`src/rtl/osc_bank.sv`:
```
// Time-multiplexed bank of phase-accumulator oscillators (sine/saw/square/triangle) sharing one
// iterative CORDIC. Define OSC_BANK_HARD_SYNC_EN to add the per-channel phase_sync reset input.
module osc_bank #(
   parameter int NUM_CH       = 4,
   parameter int PHASE_W      = 24,
   parameter int OUT_W        = 16,
   parameter int CORDIC_ITERS = 16
) (
   input  logic                      clk,
   input  logic                      rst,
   input  logic                      sample_tick,
   input  logic [NUM_CH*PHASE_W-1:0] delta_phase,
   input  logic [NUM_CH*2-1:0]       wave_sel,
`ifdef OSC_BANK_HARD_SYNC_EN
   input  logic [NUM_CH-1:0]         phase_sync,
`endif
   output logic [NUM_CH*OUT_W-1:0]   ch_sample,
   output logic                      sample_valid,
   output logic                      busy
);
   localparam int CHW  = (NUM_CH > 1) ? $clog2(NUM_CH) : 1;
   localparam int ITW  = $clog2(CORDIC_ITERS);
   localparam int FRAC = 2;
   localparam int XW   = OUT_W + 4;
   localparam int FS   = 2**(OUT_W-1) - 1;

   // x0 = round(FS * K * 2^FRAC), K = 0.6072529350 held as a 0.32 fixed-point constant
   localparam logic [63:0] X0_64 = (64'(FS) * 64'd2608131496 + (64'd1 << (31 - FRAC))) >> (32 - FRAC);
   localparam logic signed [XW-1:0]    X0    = X0_64[XW-1:0];
   localparam logic signed [XW-1:0]    RND_X = XW'(2**(FRAC-1));
   localparam logic signed [XW-1:0]    FS_X  = XW'(FS);
   localparam logic signed [XW-1:0]    NFS_X = XW'(-FS);
   localparam logic [OUT_W-1:0]        FS_O  = OUT_W'(FS);
   localparam logic [OUT_W-1:0]        NFS_O = OUT_W'(-FS);
   localparam logic [PHASE_W-1:0]      HALF  = PHASE_W'(1) << (PHASE_W - 1);

   // atan(2^-i) in units of 2^-32 turn; rescaled to PHASE_W below (PHASE_W <= 32, ITERS <= 32)
   localparam logic [31:0] ATAN32 [32] = '{
      32'h20000000, 32'h12E4051E, 32'h09FB385B, 32'h051111D4, 32'h028B0D43, 32'h0145D7E1,
      32'h00A2F61E, 32'h00517C55, 32'h0028BE53, 32'h00145F2F, 32'h000A2F98, 32'h000517CC,
      32'h00028BE6, 32'h000145F3, 32'h0000A2FA, 32'h0000517D, 32'h000028BE, 32'h0000145F,
      32'h00000A30, 32'h00000518, 32'h0000028C, 32'h00000146, 32'h000000A3, 32'h00000051,
      32'h00000029, 32'h00000014, 32'h0000000A, 32'h00000005, 32'h00000003, 32'h00000001,
      32'h00000001, 32'h00000000};

   typedef enum logic [2:0] {S_IDLE, S_LOAD, S_ROT, S_STORE, S_DONE} state_t;

   state_t                     state_q;
   logic [CHW-1:0]             ch_q;
   logic [ITW-1:0]             iter_q;
   logic [PHASE_W-1:0]         phase_q  [NUM_CH];
   logic [PHASE_W-1:0]         delta_q  [NUM_CH];
   logic [1:0]                 wsel_q   [NUM_CH];
   logic [OUT_W-1:0]           shadow_q [NUM_CH];
   logic [OUT_W-1:0]           out_q    [NUM_CH];
   logic signed [XW-1:0]       x_q, y_q;
   logic signed [PHASE_W-1:0]  z_q;
   logic                       valid_q, busy_q;

   logic [PHASE_W-1:0]         atan_tab [CORDIC_ITERS];
   logic [PHASE_W-1:0]         delta_in [NUM_CH];
   logic [1:0]                 wsel_in  [NUM_CH];

   genvar gi;
   generate
      for (gi = 0; gi < CORDIC_ITERS; gi++) begin : g_atan
         localparam logic [63:0] A64 = ((64'(ATAN32[gi]) << PHASE_W) + 64'h8000_0000) >> 32;
         assign atan_tab[gi] = A64[PHASE_W-1:0];
      end
      for (gi = 0; gi < NUM_CH; gi++) begin : g_ch
         assign delta_in[gi]                    = delta_phase[gi*PHASE_W +: PHASE_W];
         assign wsel_in[gi]                     = wave_sel[gi*2 +: 2];
         assign ch_sample[gi*OUT_W +: OUT_W]    = out_q[gi];
      end
   endgenerate

   assign sample_valid = valid_q;
   assign busy         = busy_q;

   // Datapath for the channel currently selected by ch_q
   logic [PHASE_W-1:0]    p, a_fold;
   logic [1:0]            ws;
   logic [OUT_W-1:0]      saw_v, sq_v, tri_u, tri_v, tri_o, sine_v, wave_v;
   logic signed [XW-1:0]  y_sum, y_rnd, x_sh, y_sh;

   always_comb begin
      p      = phase_q[ch_q];
      ws     = wsel_q[ch_q];
      a_fold = (p[PHASE_W-1] ^ p[PHASE_W-2]) ? (HALF - p) : p;
      saw_v  = {~p[PHASE_W-1], p[PHASE_W-2 -: OUT_W-1]};
      sq_v   = p[PHASE_W-1] ? NFS_O : FS_O;
      tri_u  = p[PHASE_W-2 -: OUT_W];
      tri_v  = p[PHASE_W-1] ? ~tri_u : tri_u;
      tri_o  = {~tri_v[OUT_W-1], tri_v[OUT_W-2:0]};
      x_sh   = x_q >>> iter_q;
      y_sh   = y_q >>> iter_q;
      y_sum  = y_q + RND_X;
      y_rnd  = y_sum >>> FRAC;
      if (y_rnd > FS_X)
         sine_v = FS_O;
      else if (y_rnd < NFS_X)
         sine_v = NFS_O;
      else
         sine_v = y_rnd[OUT_W-1:0];
      case (ws)
         2'b00:   wave_v = sine_v;
         2'b01:   wave_v = saw_v;
         2'b10:   wave_v = sq_v;
         default: wave_v = tri_o;
      endcase
   end

   always_ff @(posedge clk) begin
      if (rst) begin
         state_q <= S_IDLE;
         ch_q    <= '0;
         iter_q  <= '0;
         x_q     <= '0;
         y_q     <= '0;
         z_q     <= '0;
         valid_q <= 1'b0;
         busy_q  <= 1'b0;
         for (int c = 0; c < NUM_CH; c++) begin
            phase_q[c]  <= '0;
            delta_q[c]  <= '0;
            wsel_q[c]   <= '0;
            shadow_q[c] <= '0;
            out_q[c]    <= '0;
         end
      end else begin
         valid_q <= 1'b0;
         case (state_q)
            S_IDLE: begin
               if (sample_tick) begin
                  for (int c = 0; c < NUM_CH; c++) begin
                     delta_q[c] <= delta_in[c];
                     wsel_q[c]  <= wsel_in[c];
                  end
                  ch_q    <= '0;
                  busy_q  <= 1'b1;
                  state_q <= S_LOAD;
               end
            end
            S_LOAD: begin
               if (ws == 2'b00) begin
                  x_q     <= X0;
                  y_q     <= '0;
                  z_q     <= $signed(a_fold);
                  iter_q  <= '0;
                  state_q <= S_ROT;
               end else begin
                  state_q <= S_STORE;
               end
            end
            S_ROT: begin
               // Rotate toward z = 0; sign of the residual angle picks the direction
               if (!z_q[PHASE_W-1]) begin
                  x_q <= x_q - y_sh;
                  y_q <= y_q + x_sh;
                  z_q <= z_q - $signed(atan_tab[iter_q]);
               end else begin
                  x_q <= x_q + y_sh;
                  y_q <= y_q - x_sh;
                  z_q <= z_q + $signed(atan_tab[iter_q]);
               end
               if (iter_q == ITW'(CORDIC_ITERS - 1))
                  state_q <= S_STORE;
               else
                  iter_q <= iter_q + ITW'(1);
            end
            S_STORE: begin
               shadow_q[ch_q] <= wave_v;
               phase_q[ch_q]  <= p + delta_q[ch_q];
               if (ch_q == CHW'(NUM_CH - 1)) begin
                  state_q <= S_DONE;
               end else begin
                  ch_q    <= ch_q + CHW'(1);
                  state_q <= S_LOAD;
               end
            end
            S_DONE: begin
               for (int c = 0; c < NUM_CH; c++)
                  out_q[c] <= shadow_q[c];
               valid_q <= 1'b1;
               busy_q  <= 1'b0;
               state_q <= S_IDLE;
            end
            default: state_q <= S_IDLE;
         endcase
`ifdef OSC_BANK_HARD_SYNC_EN
         // Placed last so a sync wins over a same-cycle STORE increment
         for (int c = 0; c < NUM_CH; c++)
            if (phase_sync[c])
               phase_q[c] <= '0;
`endif
      end
   end
endmodule

```
`config.mk`:
```
export PLATFORM = sky130hd
export DESIGN_NAME = osc_bank
export DESIGN_NICKNAME = d
export VERILOG_FILES = /design/src/rtl/osc_bank.sv
export SDC_FILE = /design/constraint.sdc
export NUM_CORES = 1
export LEC_CHECK = 0
export ABC_AREA = 1
export CORE_MARGIN = 3
export CORE_UTILIZATION = 40
export DETAILED_ROUTE_END_ITERATION = 7
export GPL_ROUTABILITY_DRIVEN = 0
export GPL_TIMING_DRIVEN = 0
export PLACE_DENSITY = 0.61
export SYNTH_ARGS = -nofsm -noshare
export SYNTH_HDL_FRONTEND = slang
export SYNTH_SLANG_ARGS = --single-unit
```
`constraint.sdc`:
```
create_clock -name clk -period 4.1 [get_ports clk]
set_input_delay 0.41 -clock clk [delete_from_list [all_inputs] [get_ports clk]]
set_output_delay 0.41 -clock clk [all_outputs]
set_load 0.02 [all_outputs]
```
==> flow_summary_export.csv <==
group,metric,value,unit
status,status,"complete, but fails checks",
status,violations,"negative setup slack",
worst_hold_path,holdPathStages,3,
drt,first_pass_iters,6,
sta,holdWs,0.440,ns
sta,fin_skew,0.0409,ns
power_and_ir_drop,swShare,47.2,%
finish,area.growth.synth_to_final,21.4,%
floorplan,start_util,40.7,%
worst_setup_path,cp-start-kind,"flip-flop",
worst_setup_path,end_kind,"flip-flop",
sta,layout_min_cycle_time,4.13,ns
sta,rsz0062_at_grt,"true",
sta,max-slew-margin-rel,41.0,%
power_and_ir_drop,p_int,12.1,mW
logic_synthesis,netlist_area,26400,um2
floorplan,io_pins,173,
clocking,cts_buffers,46,
sta,worst_slew_pin_slew,0.885,ns
global_routing,grt_max_degree,65,
floorplan,die_y,263,um
global_routing,grt_pass1_vias,22600,
sta,final_max_slew_viol_count,0,
drt,wl_per_cell,18.6,um
logic_synthesis,syn_inst,3428,
drt,drc,0,
drt,ant_nets,0,
power_and_ir_drop,vdd_drop_max,458,uV
clocking,cts.clk_slew.worst_paths,0.06,ns
global_routing,overflow,0,
drt,post_drt_via_cell_ratio,5.29,
clocking,cts_tree,"yes",
finish,final_cells,4584,
worst_setup_path,r2r_start,"iter_q[0]$_SDFFE_PP0P_",
placed_design,place_hpwl,63000,um
logic_synthesis,synth_ff_type,"edfxtp_1",
drt,wirelength,85300,um
power_and_ir_drop,powerDensity,714,nW/um2
global_routing,grtUsageTotal,23.7,%
clocking,clock_sinks,405,
logic_synthesis,avgSynthCellArea,7.70,um2
logic_synthesis,ys_warn_count,0,
clocking,cts_buffer_depth,3,
worst_setup_path,cp_max_fo,10,
power_and_ir_drop,p_clk_share,18.4,%
finish,final_nets,3911,
logic_synthesis,ys_types,66,
power_and_ir_drop,p_leak,14.4,nW
sta,final_hold_viol_count,0,
worst_hold_path,holdPathEnd,"delta_q[3][7]$_SDFFCE_PN0P_",
worst_setup_path,required,4.63,ns
placed_design,port_buffers,172,
finish,antenna_cells,0,
worst_setup_path,worstPathArrival,4.65,ns
power_and_ir_drop,power_switching,10.8,mW
placed_design,placed_cells,4460,
floorplan,core_area,64800,um2
global_routing,antenna_found_initial,1,
run,drv_cap,0,
worst_setup_path,critPathKind,"reg2reg",
finish,seq_area,11400,um2
power_and_ir_drop,pwr-share-comb,58.7,%
global_routing,grt_pass1_wl,130000,um
worst_hold_path,min_path_type,"in2reg",
logic_synthesis,synth_edf_count,328,
clocking,hold_buffers,0,
clocking,insertion_delay,0.61,ns
finish,drive_above_1_share,12.3,%
logic_synthesis,postSynthNetCount,3647,
clocking,cts-htree-levels,2,
worst_hold_path,hold_start,"delta_phase[79]",
sta,fin_ws,-0.0265,ns
power_and_ir_drop,pwr-share-seq,22.9,%
clocking,clockRootBuffer,"clkbuf_16",
sta,finalCritPeriodShare,101,%
sta,setup_viol,1,
floorplan,rows,93,
finish,fin_util,49.4,%
worst_setup_path,r2r-end,"z_q[20]$_SDFFE_PP0P_",
power_and_ir_drop,total_power,22.9,mW
finish,fill_cells,6226,
drt,first_iter_violations,2546,
sta,maxClockFrequency,242,MHz
worst_setup_path,r2r_setup_slack,-0.03,ns
logic_synthesis,synth-async-reset-ratio,0,%
worst_setup_path,r2r_cells,24,
floorplan,die_area,69100,um2
floorplan,die_x,263,um
logic_synthesis,seq_area_frac_synth,43.2,%
finish,multiInputGateArea,13200,um2
drt,num_vias,24200,
logic_synthesis,synth-seq-cells,405,
==> registers in the layout, summed over array words and instances, names as in the netlist, named ones only <==
name          count
delta_q          96
phase_q          96
out_q            64
shadow_q         64
z_q              24
x_q              20
y_q              20
wsel_q            8
iter_q            4
state_q           3
ch_q              2
busy              1
sample_valid      1
==> metrics by stage <==
stage | worst slack (ns) | cell area, um2 | setup TNS, ns
2_1_floorplan | 0.151 | 26400 | 0
3_3_place_gp | -1.55 | 29200 | -232.97
4_1_cts | -0.00358 | 31300 | -0.00549
3_5_place_dp | -0.697 | 29300 | -25.00
5_1_grt | -0.161 | 32000 | -0.709
6_report | -0.0265 | 32000 | -0.0265
==> layout make-up <==
| cell class | count | area share (%) |
|---|---|---|
| Sequential cell | 405 | 35.6 |
| Multi-Input combinational cell | 2402 | 41.2 |
| Buffer | 146 | 2.72 |
| Tap cell | 855 | 3.34 |
| Timing Repair Buffer | 220 | 6.78 |
| Clock inverter | 27 | 1.02 |
| Clock buffer | 58 | 3.77 |
| Inverter | 471 | 5.60 |
==> cell usage in the layout, fill, tap and decap left out, types with 11 or more instances in the layout <==
cell type,n
a21oi_2,18
dfxtp_1,73
nand4_1,24
nor2_1,485
a21oi_1,207
o21ai_0,164
o21ai_1,32
nand3_1,285
buf_6,15
or2_2,12
nand2_2,55
ha_1,92
o22ai_1,27
clkdlybuf4s50_1,172
nand2_1,649
clkbuf_1,60
clkinv_1,12
nor2_4,14
a31oi_1,20
ha_4,11
edfxtp_1,328
buf_2,36
xnor2_1,28
nor3_1,35
xor2_1,51
nor2_2,17
buf_4,56
inv_2,28
o211ai_1,16
inv_1,436
clkbuf_16,46
nand3_2,19
==> worst max-delay path, cell delays in order (launching register included) <==
cell,delay (ns)
dfxtp_4,0.36
buf_8,0.13
inv_8,0.05
buf_12,0.13
ha_4,0.17
nor2_4,0.09
buf_4,0.12
o21ai_0,0.07
o21ai_1,0.25
nor2_1,0.09
nand2_1,0.15
nor2_1,0.06
nand2_1,0.11
nand2_1,0.09
xnor2_1,0.32
ha_1,0.37
a21oi_1,0.31
o21ai_0,0.21
a211oi_2,0.28
nand3_2,0.16
a21oi_1,0.15
o21ai_1,0.08
nand3_1,0.08
o211ai_1,0.12
inv_2,0.06
==> logic make-up (layout without fill, tap and decap cells) <==
family / count (synthesis) / after routing / synth area share, %
adders and majority gates: 112 / 112 / 5.42
and+or+nand+nor: 1631 / 1631 / 26.3
DFF: 405 / 405 / 43.2
xor gates and xnor gates: 88 / 88 / 2.92
buffers and inverters: 621 / 922 / 9.70
AOI/OAI and AO/OA: 571 / 571 / 12.5
==> worst max path at each step <==
stage | slack (ns) | endpoint | cells after the start | start
floorplan | 0.15 | z_q[21]$_SDFFE_PP0P_ | 31 | iter_q[1]$_SDFFE_PP0P_
global placement | -1.55 | wsel_q[1][0]$_SDFFCE_PN0P_ | 5 | rst
detailed placement | -0.70 | phase_q[2][16]$_SDFFCE_PN0P_ | 18 | flip-flop
CTS | -0.004 | z_q[21]$_SDFFE_PP0P_ | 31 | iter_q[1]$_SDFFE_PP0P_
global route | -0.16 | z_q[20]$_SDFFE_PP0P_ | 24 | iter_q[0]$_SDFFE_PP0P_
finish | -0.03 | z_q[20]$_SDFFE_PP0P_ | 24 | iter_q[0]$_SDFFE_PP0P_
==> routing by layer <==
| layer | track usage (%) | up-vias | part of all wire (%) |
|---|---|---|---|
| li1 | - | 11900 | - |
| met1 | 33.4 | 11100 | 44 |
| met2 | 37.0 | 1067 | 44 |
| met3 | 4.38 | 180 | 9.1 |
| met4 | 7.58 | 2 | 3.3 |
| met5 | 0 | - | 0.015 |
==> cell usage after synthesis, types with 3 or more instances <==
library cell	instances	area share, %
buf_4	13	0.37
a32oi_2	6	0.37
edfxtp_1	328	37
and2_1	4	0.095
nor3_1	44	0.83
a31oi_1	21	0.50
xnor2_1	30	1.0
o21ai_1	21	0.40
or2_2	12	0.28
xor2_1	58	1.9
a32o_1	3	0.11
o211ai_1	16	0.46
a21oi_1	226	4.3
o221a_2	4	0.17
fa_1	4	0.30
dfxtp_1	77	5.8
nor2_4	4	0.17
inv_1	444	6.3
clkbuf_1	66	0.94
clkinv_1	3	0.043
o22ai_1	28	0.66
nor3_2	4	0.15
buf_1	8	0.11
a21o_1	8	0.23
nand3_1	292	5.5
o21ai_0	185	3.5
nand2_2	29	0.69
a211oi_1	7	0.20
buf_2	48	0.91
a31o_2	3	0.10
nor2_1	500	7.1
o221ai_1	9	0.30
nand3_2	13	0.49
inv_2	22	0.31
o31ai_1	5	0.14
ha_1	108	5.1
nand4_1	24	0.57
nand2_1	681	9.7
o21a_1	6	0.17
buf_6	13	0.55
o21bai_1	9	0.26
nor2_2	12	0.28
==> what timing repair did <==
item / in CTS / in global routing
gates resized for setup: 84 / 166
pin swaps: 15 / 48
endpoints found under the setup margin: 81 / 88
endpoints found under the hold margin: 0 / 0
setup buffers: 16 / 27
==> power by group through the flow <==
| stage | sequential, mW | clock [mW] | combinational (mW) |
|---|---|---|---|
| 2_1_floorplan | 5.21 | 0 | 8.49 |
| 3_3_place_gp | 5.32 | 0 | 11.4 |
| 3_5_place_dp | 5.30 | 0 | 11.4 |
| 4_1_cts | 5.22 | 4.29 | 11.9 |
| 5_1_grt | 5.28 | 4.44 | 14.8 |
| 6_report | 5.24 | 4.21 | 13.4 |
Power figures use the tool's default switching activity.
